<file path="config.mk">
export PLATFORM = sky130hd
export DESIGN_NAME = mips_cpu_alu_muldiv_iter
export DESIGN_NICKNAME = d
export VERILOG_FILES = /design/src/rtl/mips_cpu_alu_muldiv_pkg.sv /design/src/rtl/mips_cpu_alu_div_step.sv /design/src/rtl/mips_cpu_alu_muldiv_iter.sv
export SDC_FILE = /design/constraint.sdc
export NUM_CORES = 1
export LEC_CHECK = 0
export BUFFER_PORTS_ARGS = -buffer_cell sky130_fd_sc_hd__buf_2
export CORE_AREA = 2 2 211 316
export DETAILED_ROUTE_END_ITERATION = 16
export DIE_AREA = 0 0 213 318
export PLACE_DENSITY = 0.37
export SYNTH_ARGS = -nofsm -noshare
export SYNTH_HDL_FRONTEND = slang
export SYNTH_SLANG_ARGS = --single-unit
</file>
<file path="constraint.sdc">
create_clock -name clk -period 6.7 [get_ports clk]
set_input_delay 1.34 -clock clk [delete_from_list [all_inputs] [get_ports clk]]
set_output_delay 1.34 -clock clk [all_outputs]
set_load 0.05 [all_outputs]
</file>
<file path="src/rtl/mips_cpu_alu_muldiv_pkg.sv">
// rtl/mips_cpu_alu_muldiv_pkg.sv - shared types for the iterative HI/LO multiply/divide unit
package mips_cpu_alu_muldiv_pkg;

   localparam int OP_W = 3;

   typedef enum logic [OP_W-1:0] {
      OP_NOP   = 3'b000,
      OP_MULT  = 3'b001,
      OP_MULTU = 3'b010,
      OP_DIV   = 3'b011,
      OP_DIVU  = 3'b100,
      OP_MTHI  = 3'b101,
      OP_MTLO  = 3'b110,
      OP_RSVD  = 3'b111
   } muldiv_op_t;

   typedef enum logic [1:0] {
      IDLE = 2'd0,
      BUSY = 2'd1,
      FIX  = 2'd2
   } muldiv_state_t;

endpackage

</file>
<file path="src/rtl/mips_cpu_alu_div_step.sv">
// rtl/mips_cpu_alu_div_step.sv - one restoring-divide iteration (combinational)
module mips_cpu_alu_div_step #(
   parameter int WIDTH = 32
) (
   input  logic [WIDTH-1:0] rem_in,
   input  logic             dividend_bit,
   input  logic [WIDTH-1:0] divisor,
   output logic [WIDTH-1:0] rem_out,
   output logic             q_bit
);

   logic [WIDTH:0] shifted;
   logic [WIDTH:0] diff;

   // rem_in < divisor, so shifted < 2*divisor and bit WIDTH of diff is a clean borrow flag
   always_comb begin
      shifted = {rem_in, dividend_bit};
      diff    = shifted - {1'b0, divisor};
      q_bit   = ~diff[WIDTH];
      rem_out = q_bit ? diff[WIDTH-1:0] : shifted[WIDTH-1:0];
   end

endmodule

</file>
<file path="src/rtl/mips_cpu_alu_muldiv_iter.sv">
// rtl/mips_cpu_alu_muldiv_iter.sv - iterative signed/unsigned HI/LO multiply/divide unit
// Define MIPS_CPU_MULT_FAST_EN for a single-cycle combinational MULT/MULTU path.
module mips_cpu_alu_muldiv_iter
   import mips_cpu_alu_muldiv_pkg::*;
#(
   parameter int WIDTH = 32,
   parameter int CNT_W = $clog2(WIDTH+1)
) (
   input  logic             clk,
   input  logic             reset,
   input  logic             start,
   input  logic [OP_W-1:0]  op,
   input  logic [WIDTH-1:0] a,
   input  logic [WIDTH-1:0] b,
   input  logic             abort,
   output logic             busy,
   output logic             done,
   output logic             div_zero,
   output logic [WIDTH-1:0] hi,
   output logic [WIDTH-1:0] lo
);

   muldiv_state_t      state_q, state_d;
   logic [CNT_W-1:0]   cnt_q, cnt_d;
   logic [2*WIDTH-1:0] acc_q, acc_d;
   logic [WIDTH-1:0]   opb_q, opb_d;
   logic               neg_q, neg_d;
   logic               rneg_q, rneg_d;
   logic               is_div_q, is_div_d;
   logic               dz_q, dz_d;
   logic               done_q, done_d;
   logic               div_zero_q, div_zero_d;
   logic [WIDTH-1:0]   hi_q, hi_d;
   logic [WIDTH-1:0]   lo_q, lo_d;

   muldiv_op_t         op_e;
   logic               sgn_op;
   logic [WIDTH-1:0]   mag_a, mag_b;
   logic [WIDTH:0]     mul_sum;
   logic [2*WIDTH-1:0] mul_next, div_next;
   logic [WIDTH-1:0]   step_rem;
   logic               step_q;
   logic [WIDTH-1:0]   fix_hi, fix_lo;

   assign op_e   = muldiv_op_t'(op);
   assign sgn_op = (op_e == OP_MULT) || (op_e == OP_DIV);
   assign mag_a  = (sgn_op && a[WIDTH-1]) ? -a : a;
   assign mag_b  = (sgn_op && b[WIDTH-1]) ? -b : b;

   // Multiply: acc = {partial product, remaining multiplier bits}, shifted right each step
   assign mul_sum  = {1'b0, acc_q[2*WIDTH-1:WIDTH]} + {1'b0, (acc_q[0] ? opb_q : {WIDTH{1'b0}})};
   assign mul_next = {mul_sum, acc_q[WIDTH-1:1]};

   // Divide: acc = {partial remainder, dividend bits shifting out / quotient bits shifting in}
   mips_cpu_alu_div_step #(.WIDTH(WIDTH)) u_div_step (
      .rem_in       (acc_q[2*WIDTH-1:WIDTH]),
      .dividend_bit (acc_q[WIDTH-1]),
      .divisor      (opb_q),
      .rem_out      (step_rem),
      .q_bit        (step_q)
   );
   assign div_next = {step_rem, acc_q[WIDTH-2:0], step_q};

   always_comb begin
      fix_hi = acc_q[2*WIDTH-1:WIDTH];
      fix_lo = acc_q[WIDTH-1:0];
      if (!dz_q) begin
         if (is_div_q) begin
            if (neg_q)  fix_lo = -acc_q[WIDTH-1:0];
            if (rneg_q) fix_hi = -acc_q[2*WIDTH-1:WIDTH];
         end else if (neg_q) begin
            {fix_hi, fix_lo} = -acc_q;
         end
      end
   end

   always_comb begin
      state_d    = state_q;
      cnt_d      = cnt_q;
      acc_d      = acc_q;
      opb_d      = opb_q;
      neg_d      = neg_q;
      rneg_d     = rneg_q;
      is_div_d   = is_div_q;
      dz_d       = dz_q;
      done_d     = 1'b0;
      div_zero_d = div_zero_q;
      hi_d       = hi_q;
      lo_d       = lo_q;
      case (state_q)
         IDLE: begin
            if (start && !abort) begin
               case (op_e)
                  OP_MULT, OP_MULTU: begin
                     neg_d      = sgn_op & (a[WIDTH-1] ^ b[WIDTH-1]);
                     rneg_d     = 1'b0;
                     is_div_d   = 1'b0;
                     dz_d       = 1'b0;
                     div_zero_d = 1'b0;
                     cnt_d      = '0;
                     opb_d      = mag_a;
`ifdef MIPS_CPU_MULT_FAST_EN
                     acc_d      = {{WIDTH{1'b0}}, mag_a} * {{WIDTH{1'b0}}, mag_b};
                     state_d    = FIX;
`else
                     acc_d      = {{WIDTH{1'b0}}, mag_b};
                     state_d    = BUSY;
`endif
                  end
                  OP_DIV, OP_DIVU: begin
                     neg_d      = sgn_op & (a[WIDTH-1] ^ b[WIDTH-1]);
                     rneg_d     = sgn_op & a[WIDTH-1];
                     is_div_d   = 1'b1;
                     cnt_d      = '0;
                     opb_d      = mag_b;
                     dz_d       = (b == '0);
                     div_zero_d = (b == '0);
                     if (b == '0) begin
                        // FIX passes acc through untouched when dz_q is set
                        acc_d   = {a, {WIDTH{1'b1}}};
                        state_d = FIX;
                     end else begin
                        acc_d   = {{WIDTH{1'b0}}, mag_a};
                        state_d = BUSY;
                     end
                  end
                  OP_MTHI: begin
                     hi_d       = a;
                     div_zero_d = 1'b0;
                  end
                  OP_MTLO: begin
                     lo_d       = a;
                     div_zero_d = 1'b0;
                  end
                  default: ;
               endcase
            end
         end
         BUSY: begin
            if (abort) begin
               state_d = IDLE;
            end else begin
               acc_d = is_div_q ? div_next : mul_next;
               cnt_d = cnt_q + CNT_W'(1);
               if (cnt_q == CNT_W'(WIDTH-1)) state_d = FIX;
            end
         end
         FIX: begin
            state_d = IDLE;
            if (!abort) begin
               hi_d   = fix_hi;
               lo_d   = fix_lo;
               done_d = 1'b1;
            end
         end
         default: state_d = IDLE;
      endcase
   end

   always_ff @(posedge clk) begin
      if (reset) begin
         state_q    <= IDLE;
         cnt_q      <= '0;
         acc_q      <= '0;
         opb_q      <= '0;
         neg_q      <= 1'b0;
         rneg_q     <= 1'b0;
         is_div_q   <= 1'b0;
         dz_q       <= 1'b0;
         done_q     <= 1'b0;
         div_zero_q <= 1'b0;
         hi_q       <= '0;
         lo_q       <= '0;
      end else begin
         state_q    <= state_d;
         cnt_q      <= cnt_d;
         acc_q      <= acc_d;
         opb_q      <= opb_d;
         neg_q      <= neg_d;
         rneg_q     <= rneg_d;
         is_div_q   <= is_div_d;
         dz_q       <= dz_d;
         done_q     <= done_d;
         div_zero_q <= div_zero_d;
         hi_q       <= hi_d;
         lo_q       <= lo_d;
      end
   end

   assign busy     = (state_q != IDLE);
   assign done     = done_q;
   assign div_zero = div_zero_q;
   assign hi       = hi_q;
   assign lo       = lo_q;

endmodule
</file>
Word-level counts from Yosys, hierarchy flattened
Cells that the tools add are included.
Word-level totals
  output and inout bits: 67
  bits of input ports: 71
  logic and storage cells: 109
  register bits: 174
Operators by class
  multiplexer cells: 42
  equality and inequality tests: 17
  bitwise logic cells: 5
  reduce and logical (&&, ||, !) cells: 25
  add/sub/neg operators: 8
Operators by type and width (count)
  2-to-1 mux 32 bit: 18
  2-to-1 mux 64 bit: 4
  one-hot mux 64 bit (2 select lines): 2
  one-hot mux 32 bit (2 select lines): 3
  negator 32 bit: 4
  negator 64 bit: 1
  adder 32 x 32 -> 33 bit: 1
  subtractor 33 x 32 -> 33 bit: 1
  logical NOT 32 bit: 1
  2-to-1 mux 6 bit: 3
  AND reduction 4 bit: 4
  one-hot mux 6 bit (2 select lines): 1
  AND reduction 3 bit: 4
  nonzero test 2 bit: 5
  equality test 3 bit (second input constant): 3
  2-to-1 mux 2 bit: 4
  != test 2 bit (second input constant): 4
  one-hot mux 1 bit (2 select lines): 4
  one-hot mux 2 bit (2 select lines): 2
  OR reduction 4 bit: 2
  adder 6 x 1 -> 6 bit (second input constant): 1
  equality test 3 x 2 -> 1 bit (second input constant): 2
  equality test 6 x 5 -> 1 bit (second input constant): 1
  OR reduction 2 bit: 3
  other kinds (14): 19

Depth between registers and ports, before layout
Gate-level depths: netlist of run 1.
  depth after elaboration: 8
  gate-level depth with buffers: 14
  depth with buffers taken out: 12

Cells and area by module
A second synthesis of run 1 with hierarchy kept.
Unflattened totals
  cells, all modules: 2106
  area total of the unflattened synthesis: 15538.7 µm²
Modules (own cells, without submodules)
  mips_cpu_alu_muldiv_iter: times used 1, sequential area each 3483.3 µm², cells each 1801, area an instance 13180.1 µm²
  mips_cpu_alu_div_step: times used 1, sequential area each 0.0 µm², cells each 305, area an instance 2358.5 µm²

Worst setup path after synthesis of run 1
No wires, ideal clock.
  kind: input port to flip-flop
  from: input b[22]
  to: register acc_q[35]
  data arrival time: 3.752 ns
  path slack: 2.873 ns
  stages on the path: 8
  cells stage by stage: or4_1 > or4_4 > or4_1 > buf_6 > nor2_8 > a21oi_1 > or4_1 > a31oi_1
On the way
  cells in the longest elaborated chain, start to end: 5
Ends and longest elaborated chain
  from (decl): line mips_cpu_alu_muldiv_iter.sv:14  | input logic [WIDTH-1:0] b,
  logical NOT 32 bit: line mips_cpu_alu_muldiv_iter.sv:118  | if (b == '0) begin
  2-to-1 mux 64 bit: line mips_cpu_alu_muldiv_iter.sv:118
  one-hot mux 64 bit (2 select lines): line mips_cpu_alu_muldiv_iter.sv:93  | case (op_e)
  2-to-1 mux 64 bit: line mips_cpu_alu_muldiv_iter.sv:92  | if (start && !abort) begin
  one-hot mux 64 bit (2 select lines): line mips_cpu_alu_muldiv_iter.sv:90  | case (state_q)
  to (signal assigned): line mips_cpu_alu_muldiv_iter.sv:164  | acc_q <= '0;
  to (signal assigned): line mips_cpu_alu_muldiv_iter.sv:177  | acc_q <= acc_d;
  to (decl): line mips_cpu_alu_muldiv_iter.sv:25  | logic [2*WIDTH-1:0] acc_q, acc_d;
Every way passes these cells. The select of a mux whose other input is x is not followed.
A chain may end at the register's enable or synchronous reset.

Worst setup path after layout of run 1
  from: input b[13]
  to: register acc_q[61]
The elaborated chain is that of the path after synthesis.

==> qor.txt, run 1 <==
Run status = finished clean
Max-cap viol count = 0
Crit end category = register
Count of different cell masters after synthesis = 79
Adder and majority cell fraction of the synthesized area = 5.850%
Die span in x = 213 microns
Number of cell rows = 115
Syn. warnings = 0
Power Density = 205.7 nW/um^2
Final net count = 2332
Root buffer cell = sky130_fd_sc_hd__clkbuf_16
Setup slack of the worst register-to-register path = 2.22 ns
Clock sinks = 174
Post-synthesis instance area = 15440 sq um
Number of primary I/O pins = 138
Top_reg_cell synth = sky130_fd_sc_hd__dfxtp_1
Min cycle time layout = 4.512 ns
Total number of vias = 16860
Antenna violations before repair = 0
Synthesized-area fraction occupied by xor and xnor cells = 9.642%
Simple-Gate Fraction of Synth Area = 22.57%
Clock-pin transition on the worst setup and hold timing paths = 0.08 ns
Die Footprint = 67730 sq um
Post-detailed-route DRC marker count = 0
Final Hold Violating Endpoints = 0
Sequential-to-total area share from yosys stat = 22.56%
Register bit count reported by yosys = 174
DP Worst Slack = 1.598 ns
Total Routing Usage GR = 23.91%
Vias in the first global route = 16530
Launching point of the worst reg2reg path = acc_q[31]
Final cell utilization of the core = 26.97%
Data arrival time at the worst-slack endpoint = 4.92 ns
Clock tree buffer depth = 2
Core Region = 65180 sq um
TritonCTS clock tree = done
Final Cell Area = 17580 sq um
Maximum number of pins on one net before global-route repair = 69
Syn_nets = 2294
Starting density of the core = 23.69%
Final worst-path setup slack = 2.188 ns
Synthesized area per cell = 7.176 sq um
Deepest level of the CTS H-tree = 4
Hold buffer count at CTS = 0
Type of the setup path with the least slack = primary input to register
Layout overhead on the synthesized area = 13.82%
Diodes inserted = 0
Count of nets left with antenna violations after detail routing = 0
Endpoint of the worst register-to-register path = acc_q[41]
Cells resized by post-CTS repair = 0
Max-slew headroom at the worst pin = 19.76%
Tightest Pin Transition = 1.194 ns
Routed via count divided by cell count = 5.473
Post-route fraction of the period consumed by the critical path = 67.35%
Worst IR drop on VDD = 154.6 uV
First-pass GRT wire length = 116.8 mm
Count of buffers from port buffering = 137
Cell leakage power = 6.670 nW
Launching element type of the critical path = primary input
Area after DPL = 16990 sq um
Number of clock buffers inserted by TritonCTS = 17
WL/cell = 26.53 microns
Number of setup buffers added after CTS = 0
Post-Syn Instances = 2152
Leftover overflow at the end of global routing = 0
Vertical die dimension = 318 microns
Share of cell area taken by muxes after synthesis = 3.047%
Clock Skew = 0.01447 ns
Finish-stage setup viols = 0
Type of the tightest min-delay check = register to register
Unrepaired setup endpoints after global routing = no
Fraction of the mapped netlist area in compound gates = 30.40%
Hold Path Sink = opb_q[4]
Combinational family with the most area after synthesis = compound AO/OA/AOI/OAI gates
Number of slew-limit violations in the final report = 0
1st-pass router iterations = 7
Worst min-delay path startpoint = opb_q[4]
Fill count = 7222
Required @ worst endpoint = 7.11 ns
Number of enable flip-flop cells after synthesis = 0
Worst-Skew Late Latency = 0.48 ns
GPL Wtd Cong = 0.8914
1st-iter DRT viols = 1288
Depth of the worst register-to-register path = 14
Setup TNS after final layout = 0 ns
Proportion of layout cells with a drive suffix above 1 = 11.76%
Worst setup path startpoint = b[13]
Highest clock frequency the design can meet = 221.6 MHz
Post-DP HPWL = 64.06 mm
Final wirelength = 81.71 mm
Fraction of synthesis flops using an asynchronous set or reset pin = 0%
Hold Path Cell Cnt = 2
Maximum fanout along the worst path = 37
## synth_stat cells (5+ instances only)
| cell | instances | area [sq um] |
|---|---|---|
| sky130_fd_sc_hd__a2111oi_0 | 11 | 96.34 |
| sky130_fd_sc_hd__a211oi_1 | 51 | 382.9 |
| sky130_fd_sc_hd__a21o_1 | 30 | 225.2 |
| sky130_fd_sc_hd__a21oi_1 | 255 | 1276 |
| sky130_fd_sc_hd__a221oi_1 | 17 | 148.9 |
| sky130_fd_sc_hd__a222oi_1 | 6 | 60.06 |
| sky130_fd_sc_hd__a22o_1 | 5 | 43.79 |
| sky130_fd_sc_hd__a22oi_1 | 14 | 105.1 |
| sky130_fd_sc_hd__a311oi_1 | 13 | 113.9 |
| sky130_fd_sc_hd__a31o_2 | 5 | 43.79 |
| sky130_fd_sc_hd__a31oi_1 | 23 | 143.9 |
| sky130_fd_sc_hd__and2_1 | 20 | 125.1 |
| sky130_fd_sc_hd__and3_1 | 6 | 37.54 |
| sky130_fd_sc_hd__buf_1 | 16 | 60.06 |
| sky130_fd_sc_hd__buf_2 | 12 | 60.06 |
| sky130_fd_sc_hd__clkbuf_1 | 132 | 495.5 |
| sky130_fd_sc_hd__dfxtp_1 | 174 | 3483 |
| sky130_fd_sc_hd__ha_1 | 69 | 863.3 |
| sky130_fd_sc_hd__inv_1 | 68 | 255.2 |
| sky130_fd_sc_hd__mux2_2 | 8 | 90.09 |
| sky130_fd_sc_hd__mux2i_1 | 38 | 380.4 |
| sky130_fd_sc_hd__nand2_1 | 157 | 589.3 |
| sky130_fd_sc_hd__nand2b_1 | 23 | 143.9 |
| sky130_fd_sc_hd__nand3_1 | 30 | 150.1 |
| sky130_fd_sc_hd__nand3b_1 | 6 | 45.04 |
| sky130_fd_sc_hd__nand4_1 | 18 | 112.6 |
| sky130_fd_sc_hd__nor2_1 | 288 | 1081 |
| sky130_fd_sc_hd__nor2b_1 | 20 | 125.1 |
| sky130_fd_sc_hd__nor3_1 | 66 | 330.3 |
| sky130_fd_sc_hd__nor3b_1 | 6 | 45.04 |
| sky130_fd_sc_hd__nor4_1 | 25 | 156.4 |
| sky130_fd_sc_hd__o211a_1 | 6 | 60.06 |
| sky130_fd_sc_hd__o211ai_1 | 31 | 232.7 |
| sky130_fd_sc_hd__o21a_1 | 17 | 127.6 |
| sky130_fd_sc_hd__o21ai_0 | 113 | 565.5 |
| sky130_fd_sc_hd__o21ai_1 | 5 | 25.02 |
| sky130_fd_sc_hd__o21bai_1 | 9 | 67.56 |
| sky130_fd_sc_hd__o221ai_1 | 22 | 192.7 |
| sky130_fd_sc_hd__o22ai_1 | 10 | 62.56 |
| sky130_fd_sc_hd__o31ai_1 | 26 | 195.2 |
| sky130_fd_sc_hd__o41ai_1 | 16 | 140.1 |
| sky130_fd_sc_hd__or3_1 | 24 | 150.1 |
| sky130_fd_sc_hd__or4_1 | 17 | 127.6 |
| sky130_fd_sc_hd__xnor2_1 | 98 | 858.3 |
| sky130_fd_sc_hd__xor2_1 | 72 | 630.6 |
## final cells by class
class	instances	area, sq um	share of cell area, %
Inverter	68	255.2	1.452
Clock inverter	14	156.4	0.8898
Multi-Input combinational cell	1746	11110	63.23
Clock buffer	18	429.2	2.442
Tap cell	877	1097	6.243
Timing Repair Buffer	183	1037	5.901
Sequential cell	174	3487	19.84
## routing by layer
| layer | vias to the layer above | share of wire (%) | global-route usage (%) |
|---|---|---|---|
| met1 | 8194 | 38 | 26.84 |
| met4 | 0 | 7.4 | 16.36 |
| met2 | 549 | 51 | 42.65 |
| met3 | 150 | 3.2 | 1.590 |
| met5 | - | 0 | 0 |
| li1 | 7963 | - | - |
## where the power goes
part	switching [mW]	internal (mW)	total, mW
Sequential	0.0946	1.08	1.17
Clock	0.509	0.557	1.07
Combinational	0.913	0.462	1.38
Total	1.52	2.10	3.62
## registers in the layout, summed over array words and instances, names as in the netlist
| signal | flops |
|---|---|
| state_q | 2 |
| neg_q | 1 |
| cnt_q | 6 |
| opb_q | 32 |
| is_div_q | 1 |
| lo | 32 |
| dz_q | 1 |
| acc_q | 64 |
| hi | 32 |
| rneg_q | 1 |
| done | 1 |
| div_zero | 1 |
## cells in the final DEF, fill, tap and decap left out, drive strengths merged, types with 24 or more instances in the layout
cell	netlist	final
nand3	30	30
xor2	72	72
or3	24	24
o31ai	26	26
mux2i	38	38
o211ai	31	31
a21o	30	30
ha	69	69
a211oi	51	51
dfxtp	174	174
inv	68	74
buf	32	183
nor3	66	66
nor4	29	29
o21ai	118	118
nor2	289	289
nand2	158	158
a21oi	255	255
xnor2	98	98
## kinds of logic after synthesis
kind of cell	Yosys count
AND/OR/NAND/NOR	733
AO/OA/AOI/OAI	726
adder cells (fa/ha/maj)	71
flip-flops	174
XOR/XNOR	170
multiplexers	46
buffers and inverters	232
## through the flow
step	total power, mW	hold WS [ns]	std cells
after floorplan	2.044	0.4319	2152
after global placement	2.571	0.4448	3048
after detailed placement	2.557	0.4497	3048
after CTS	3.628	0.4597	3080
after global routing	3.789	0.4839	3080
final	3.615	0.4541	3080
## worst max-delay path: stages
cell                        delay (ns)
sky130_fd_sc_hd__buf_2            0.14
sky130_fd_sc_hd__nor4_2           0.60
sky130_fd_sc_hd__nand2_1          0.19
sky130_fd_sc_hd__or4_4            0.54
sky130_fd_sc_hd__or4_1            0.69
sky130_fd_sc_hd__nor2_8           0.60
sky130_fd_sc_hd__a21oi_1          0.17
sky130_fd_sc_hd__a2111oi_2        0.36
sky130_fd_sc_hd__o31ai_1          0.13
sky130_fd_sc_hd__a31oi_1          0.14
## worst max path at each step
stage                end  slack (ns)  depth (start not counted)
6_report       acc_q[61]        2.19                         10
5_1_grt        acc_q[46]        1.92                         14
3_5_place_dp   acc_q[61]        1.60                         10
3_3_place_gp   acc_q[61]        1.59                         10
4_1_cts        acc_q[61]        2.09                         10
2_1_floorplan  acc_q[35]        2.87                          8
Power figures use the tool's default switching activity.
==> run 2, diff against run 1 <==
- clock period: 6.7 -> 4.7 ns (I/O delays scaled with it)
==> run 2 against run 1 <==
  * Setup slack lost 1.6 ns
  * Clock-buffer cell count is 1 higher
  * Flip-flop and latch count unchanged
  * Highest routed layer unchanged
  * Hold slack better by 0.0015 ns
  * First-iteration DRC count is 25% higher
  * Critical path depth increased by 3
  * Die area unchanged
  * Global-route usage grew 0.54 points
==> qor.txt, run 2 (synthesized netlist as in run 1, its figures left out) <==
Cells along the critical path = inv_1, ha_1, fa_1, nand2b_1, a21oi_1, o21ai_1, a211oi_1, o31ai_1, xor2_4, buf_12, nand2b_1, o221ai_1, a21oi_1
Max-cap viol count = 0
Antenna violations before repair = 1
Hold buffer count at CTS = 0
Crit end category = register
Finish-stage setup viols = 0
Post-detailed-route DRC marker count = 0
Type of the tightest min-delay check = register to register
Final Hold Violating Endpoints = 0
GPL Wtd Cong = 0.9273
Register ranked first by flip-flop count = acc_q
Final std cells w/o fill = 3140
Routed via count divided by cell count = 5.509
Final cell utilization of the core = 27.78%
Number of slew-limit violations in the final report = 0
Run status = finished clean
Worst IR drop on VDD = 234.6 uV
1st-iter DRT viols = 1614
Core Region = 65180 sq um
1st-pass router iterations = 6
Total placed cells including tap cells = 3108
CP max-delay cell = sky130_fd_sc_hd__fa_1
Number of primary I/O pins = 138
DP Worst Slack = 0.4281 ns
Die Footprint = 67730 sq um
Setup TNS after final layout = 0 ns
Most common cell after layout, fill and taps aside = sky130_fd_sc_hd__nor2_1
Proportion of layout cells with a drive suffix above 1 = 14.10%
Number of cell rows = 115
Leftover overflow at the end of global routing = 0
Vertical die dimension = 318 microns
Root buffer cell = sky130_fd_sc_hd__clkbuf_16
Final worst-path setup slack = 0.5595 ns
Clock tree buffer depth = 2
First-pass GRT wire length = 119.6 mm
Number of setup buffers added after CTS = 0
Maximum number of pins on one net before global-route repair = 57
Vias in the first global route = 16980
Number of clock buffers inserted by TritonCTS = 17
Most used cells in the layout excluding fill and tap cells = sky130_fd_sc_hd__nor2_1 (285), sky130_fd_sc_hd__a21oi_1 (255), sky130_fd_sc_hd__dfxtp_1 (173)
Max-slew headroom at the worst pin = 33.92%
Total Routing Usage GR = 24.45%
Final wirelength = 83.84 mm
Min cycle time layout = 4.140 ns
Deepest level of the CTS H-tree = 4
Total number of vias = 17300
Data arrival time at the worst-slack endpoint = 4.51 ns
Delay of the slowest cell on the worst path = 0.49 ns
Cells resized by post-CTS repair = 0
Setup crit end = acc_q[58]
Post-DP HPWL = 67.09 mm
Power Density = 295.5 nW/um^2
Launching element type of the critical path = register
Clock sinks = 174
Final net count = 2392
Endpoint of the worst register-to-register path = acc_q[58]
Depth of the worst register-to-register path = 13
Max FFs per register = 64
Tightest Pin Transition = 0.9875 ns
Maximum fanout along the worst path = 49
Type of the setup path with the least slack = register to register
Die span in x = 213 microns
Setup slack of the worst register-to-register path = 0.56 ns
Count of nets left with antenna violations after detail routing = 0
Layout overhead on the synthesized area = 17.27%
Post-route fraction of the period consumed by the critical path = 88.10%
TritonCTS clock tree = done
Highest clock frequency the design can meet = 241.5 MHz
Launching point of the worst reg2reg path = acc_q[31]
Unrepaired setup endpoints after global routing = no
Diodes inserted = 0
Clock Skew = 0.01870 ns
Clock-pin transition on the worst setup and hold timing paths = 0.08 ns
Cell leakage power = 7.025 nW
Starting density of the core = 23.69%
WL/cell = 26.70 microns
Required @ worst endpoint = 5.07 ns
Worst setup path startpoint = acc_q[31]
Count of buffers from port buffering = 137
Worst-Skew Late Latency = 0.49 ns
[run 2: changes by cell type in the layout (fill, tap and decap cells not counted), sizes merged]
cell | before | now
bufinv | 2 | 4
inv | 74 | 75
clkbuf | 18 | 19
buf | 183 | 243
clkinvlp | 4 | 0
[run 2: final cells by class]
type	count	area (sq um)
inverter	68	255.2
clock inverter	13	198.9
fill	7219	47070
timing repair buffer	243	1513
multi-input combinational	1746	11110
sequential	174	3487
tap	877	1097
clock buffer	19	442.9
[run 2: power by group]
part           internal, mW  switching (mW)  total, mW
Clock                 0.919           0.732       1.65
Combinational         0.712            1.36       2.07
Sequential             1.54          0.0881       1.63
[run 2: routing by layer]
layer | wire length, microns | part of all wire (%) | GRT usage [%]
met5 | 0 | 0 | 0
met2 | 42760 | 51 | 43.84
met4 | 6452 | 7.7 | 16.85
met1 | 31550 | 38 | 26.92
met3 | 3075 | 3.7 | 2.074
[run 2: how the worst min path moves through the flow]
stage	from	endpoint	slack [ns]	cells past startpoint
final	hi[9]	hi[9]	0.46	2
after global routing	opb_q[17]	opb_q[17]	0.48	2
after CTS	opb_q[4]	opb_q[4]	0.46	2
after detailed placement	hi[9]	hi[9]	0.45	2
after global placement	hi[19]	hi[19]	0.44	1
after floorplan	opb_q[17]	opb_q[17]	0.43	2
[run 2: stage by stage]
step | power, mW | area, sq um | hold slack (ns)
finish | 5.352 | 18110 | 0.4556
CTS | 5.376 | 18110 | 0.4566
detailed placement | 3.714 | 17470 | 0.4475
global route | 5.576 | 18110 | 0.4764
global placement | 3.722 | 17470 | 0.4422
floorplan | 2.913 | 15440 | 0.4319
[run 2: critical path, delay by kind of cell (launching register included)]
| family | cells | cell delay [ns] |
|---|---|---|
| xor+xnor | 1 | 0.20 |
| compound gates | 6 | 1.76 |
| simple gates | 2 | 0.62 |
| flops | 1 | 0.33 |
| buf+inv | 2 | 0.33 |
| fa+ha+maj | 2 | 0.73 |
